`src/rtl/demux_pkg.sv`:
```
// rtl/demux_pkg.sv - shared constants and types for the four-channel demux buffer
package demux_pkg;
   localparam int NCH   = 4;
   localparam int CNT_W = 8;

   typedef logic [1:0] sel_t;
endpackage

```
`src/rtl/chan_slot.sv`:
```
// rtl/chan_slot.sv - one-entry holding register with valid flag and wrapping accept counter
module chan_slot
   import demux_pkg::*;
#(
   parameter int WIDTH = 8
) (
   input  logic             clk,
   input  logic             reset,
   input  logic             load,
   input  logic             drain,
   input  logic [WIDTH-1:0] load_data,
   output logic             valid,
   output logic [WIDTH-1:0] data,
   output logic [CNT_W-1:0] cnt
);

   // A load wins over a drain so a same-cycle drain+refill keeps the slot full.
   always_ff @(posedge clk) begin
      if (reset) begin
         valid <= 1'b0;
         data  <= '0;
         cnt   <= '0;
      end else if (load) begin
         valid <= 1'b1;
         data  <= load_data;
         cnt   <= cnt + CNT_W'(1);
      end else if (drain) begin
         valid <= 1'b0;
      end
   end

endmodule

```
`src/rtl/demux4_buf.sv`:
```
// rtl/demux4_buf.sv - routes one input stream into four independently drained one-entry slots
module demux4_buf
   import demux_pkg::*;
#(
   parameter int WIDTH = 8
) (
   input  logic                 clk,
   input  logic                 reset,
   input  logic                 in_valid,
   output logic                 in_ready,
   input  sel_t                 in_sel,
   input  logic [WIDTH-1:0]     in_data,
   output logic [NCH-1:0]       out_valid,
   input  logic [NCH-1:0]       out_ready,
   output logic [NCH*WIDTH-1:0] out_data,
   output logic [NCH*CNT_W-1:0] acc_cnt
);

   logic accept;
   logic [NCH-1:0] load;
   logic [NCH-1:0] drain;

   // Selected slot can take a word if empty or emptying this cycle.
   assign in_ready = ~out_valid[in_sel] | out_ready[in_sel];
   assign accept   = in_valid & in_ready;

   for (genvar k = 0; k < NCH; k++) begin : g_chan
      assign load[k]  = accept & (in_sel == sel_t'(k));
      assign drain[k] = out_valid[k] & out_ready[k];

      chan_slot #(
         .WIDTH(WIDTH)
      ) u_slot (
         .clk      (clk),
         .reset    (reset),
         .load     (load[k]),
         .drain    (drain[k]),
         .load_data(in_data),
         .valid    (out_valid[k]),
         .data     (out_data[k*WIDTH +: WIDTH]),
         .cnt      (acc_cnt[k*CNT_W +: CNT_W])
      );
   end

endmodule

```
`config.mk`:
```
export PLATFORM = sky130hd
export DESIGN_NAME = demux4_buf
export DESIGN_NICKNAME = d
export VERILOG_FILES = /design/src/rtl/demux_pkg.sv /design/src/rtl/chan_slot.sv /design/src/rtl/demux4_buf.sv
export SDC_FILE = /design/constraint.sdc
export NUM_CORES = 1
export LEC_CHECK = 0
export BUFFER_PORTS_ARGS = -buffer_cell sky130_fd_sc_hd__buf_2
export CELL_PAD_IN_SITES_DETAIL_PLACEMENT = 0
export CELL_PAD_IN_SITES_GLOBAL_PLACEMENT = 1
export CORE_MARGIN = 1
export CORE_UTILIZATION = 37
export DETAILED_ROUTE_END_ITERATION = 10
export PLACE_DENSITY_LB_ADDON = 0.25
export SLEW_MARGIN = 10
export SYNTH_ARGS = -nofsm -noshare
export SYNTH_HDL_FRONTEND = slang
export SYNTH_HIERARCHICAL = 1
export SYNTH_SLANG_ARGS = --single-unit
```
`constraint.sdc`:
```
create_clock -name clk -period 1.8 [get_ports clk]
set_clock_uncertainty 0.15 [all_clocks]
set_input_delay 0.45 -clock clk [delete_from_list [all_inputs] [get_ports clk]]
set_output_delay 0.45 -clock clk [all_outputs]
set_load 0.005 [all_outputs]
```
==> results by group <==
Pwr
  • Tot Pwr: 3.477 mW
  • PwrDens: 955.9 nW/µm²
  • Switching share of power: 0.2169
  • Sequential group share of total power: 0.450
  • Max rail drop VDD: 425.6 µV
  • Gate power share: 0.065
  • Internal Dissipation: 2.723 mW
  • Clk network pwr share: 0.485
  • NetSw: 0.7540 mW
  • Lkg Pwr: 1.641 nW

Worst hold path
  • Tightest Hold Check Type: input port to flop
  • Critical hold path startpoint: in_data[2]

Timing
  • FMAX: 518.7 MHz
  • Minimum clock period: 1.928 ns
  • Fin. Hold Viols: 0
  • Period utilisation layout: 1.071
  • Max_slew headroom: 0.7780
  • Slew Viols, Final: 0
  • Slew @ Worst Pin: 0.3325 ns
  • RSZ-0062 raised after global routing: yes
  • # setup viols final: 1
  • Setup WS post-layout: -0.1278 ns

Drt
  • Post-route DRC violation count: 0
  • Drt wl/cell: 12.84 µm
  • Post-Route WL: 6.164 mm
  • Vias: 2,298
  • Detailed Route Iter0 Violations: 65
  • Post-route ant nets: 0
  • Drt pass-1 iters: 4
  • Via-per-instance ratio: 4.788

CTS
  • CTS tree: yes
  • Clock buffer depth: 2
  • Clock Root Buffer: clkbuf_8
  • Clock Pin Slew Worst Setup and Hold Paths: 0.08 ns
  • CTS Sinks: 68
  • CTS buffer count: 9
  • H-Tree Level Count: 3
  • Skew-Pair Late Insertion Delay: 0.33 ns

Worst setup path
  • CP arrival: 1.33 ns
  • Critical path's top delay family: multiplexers
  • CP max FO: 2
  • Setup crit start: g_chan[3].u_slot/valid
  • CP Class: flop to output pin
  • Slowest cell on crit path: mux4_2
  • Crit-path cells: nand2b_4 -> mux4_2 -> buf_2
  • Crit. End Element: output pin
  • Crit path buf inv count: 1
  • Reg-to-Reg Start: g_chan[1].u_slot/valid
  • Max stage delay on crit path: 0.45 ns
  • CP required: 1.20 ns
  • Crit start category: flop

Logic synthesis
  • Synth Flop Type: dfxtp_1
  • Number of synthesis warnings: 6
  • Distinct cells, synth: 25
  • Synthesized cell area: 2731 µm²
  • Synthesized Nets: 302
  • Most numerous cell in the Yosys netlist: dfxtp_1
  • Cells after Synth: 281
  • Avg Cell Area, Syn: 9.720 µm²
  • Cell taking the most area after synthesis: dfxtp_1
  • Synth area leaders: dfxtp_1 50%, mux2i_1 13%, nor2_1 7.7%, xor2_1 3.8%, a21oi_1 2.9%
  • Sequential fraction of the synthesis area: 0.4984
  • Flops & latches, synth: 68
  • Ys async rst share: 0
  • Share of the synthesized area in the top cell type: 0.4984
  • Top cells by count, synth: 68 x dfxtp_1, 56 x nor2_1, 36 x mux2i_1
  • Post-synth EDFFs: 0

Placed design
  • HPWL after DPL: 4.291 mm
  • I/O Buffers: 85
  • GPL Wtd Cong: 0.7276

Floorplanning
  • IO Pins: 86
  • Die height: 87.92 µm
  • Placeable Area: 6944 µm²
  • # rows: 30
  • Die Wd: 87.92 µm
  • Die ar.: 7730 µm²
  • Starting Density: 0.3933

GRT
  • Grt total ovfl: 0
  • First-pass GRT wire length: 9.901 mm
  • Vias in the first global route: 2,051
  • Total track usage: 0.1679
  • Largest net degree at the start of global routing: 69
  • Initial antenna violation count: 0

Layout
  • Antenna diodes: 0
  • Multi-input logic area: 1290 µm²
  • Area delta synth->final: 33.17%
  • Nets: 400
  • Fillers: 689
  • Share of post-route cells with drive strength above 1: 0.3464
  • Final core occ: 0.5238
  • FF/Latch Area: 1369 µm²

Status
  • Outcome: finished, violations left
  • Failing checks: setup timing

Flow run
  • Max Cap Viol: 0
## sequential cells by signal, indices dropped and copies added, names as in the netlist
signal	flops
g_chan.u_slot/cnt	32
g_chan.u_slot/valid	4
g_chan.u_slot/data	32
## tightest hold or removal path, cell delays in order
cell     delay (ns)
buf_2          0.12
mux2i_1        0.07
nor2_1         0.07
## repair_timing
| item | CTS | global route |
|---|---|---|
| setup buffers | 3 | 0 |
| resized for setup | 5 | 0 |
| cloned | 0 | 0 |
| setup endpoints to repair | 1 | 1 |
| hold buffers | 0 | 0 |
## through the flow
stage	setup slack (ns)	area (µm²)	TNS, ns	hold slack [ns]	instances
floorplan	0.09699	2731	0	0.3243	281
global placement	-0.08830	3337	-0.5239	0.3165	461
detailed placement	-0.09185	3337	-0.6888	0.3236	461
CTS	-0.1446	3637	-0.1446	0.2432	480
global route	-0.1939	3637	-0.1939	0.2571	480
finish	-0.1278	3637	-0.1278	0.2604	480
## power by group through the flow
stage / clock network [mW] / registers (mW) / logic [mW]
6_report: 1.69 / 1.56 / 0.227
5_1_grt: 1.80 / 1.57 / 0.252
4_1_cts: 1.73 / 1.56 / 0.232
3_5_place_dp: 0 / 1.60 / 0.224
3_3_place_gp: 0 / 1.60 / 0.222
2_1_floorplan: 0 / 1.60 / 0.118
## routing by layer
metal,share of wire,track usage,wire (µm)
met2,0.43,0.2431,2662
met3,0.076,0.06503,469
met4,0.015,0.06855,95
met5,0,0,0
met1,0.48,0.2232,2937
## placed cells by master (no fill, tap or decap)
| master | count |
|---|---|
| a21oi_1 | 16 |
| and2_1 | 3 |
| and2_2 | 1 |
| and4_2 | 1 |
| and4b_1 | 2 |
| buf_12 | 1 |
| buf_2 | 85 |
| buf_4 | 17 |
| bufinv_16 | 4 |
| clkbuf_8 | 9 |
| clkinv_4 | 1 |
| dfxtp_1 | 64 |
| dfxtp_2 | 3 |
| dfxtp_4 | 1 |
| ha_1 | 4 |
| inv_1 | 4 |
| inv_6 | 2 |
| mux2i_1 | 36 |
| mux4_2 | 1 |
| nand2_1 | 8 |
| nand2b_1 | 2 |
| nand2b_4 | 2 |
| nand3_1 | 8 |
| nand4_1 | 8 |
| nand4_2 | 4 |
| nor2_1 | 56 |
| nor4bb_4 | 1 |
| o21ai_0 | 12 |
| or3_1 | 12 |
| xnor2_1 | 4 |
| xor2_1 | 12 |
## path summary, 6_finish.rpt
| check | slack, ns | endpoint | cells past startpoint |
|---|---|---|---|
| hold / removal | 0.26 | g_chan[3].u_slot/data[2] | 3 |
| hold reg to reg | 0.34 | g_chan[2].u_slot/data[7] | 2 |
| setup / recovery | -0.13 | in_ready | 3 |
| setup reg to reg | 0.17 | g_chan[1].u_slot/cnt[7] | 5 |
## kinds of logic after synthesis
logic type      after synthesis  synth area share
simple gates                108            0.2057
compound gates               28           0.05131
flops                        68            0.4984
mux                          37            0.1402
xor+xnor                     16           0.05130
fa+ha+maj                     4           0.01832
buf+inv                      20           0.03481
## final cells by class
| cell class | count | area share |
|---|---|---|
| clock buffer | 9 | 0.03406 |
| clock inverter | 7 | 0.04025 |
| inverter | 4 | 0.004128 |
| multi-input combinational | 193 | 0.3547 |
| sequential | 68 | 0.3763 |
| tap | 96 | 0.03302 |
| timing repair buffer | 103 | 0.1576 |
Power figures use the tool's default switching activity.
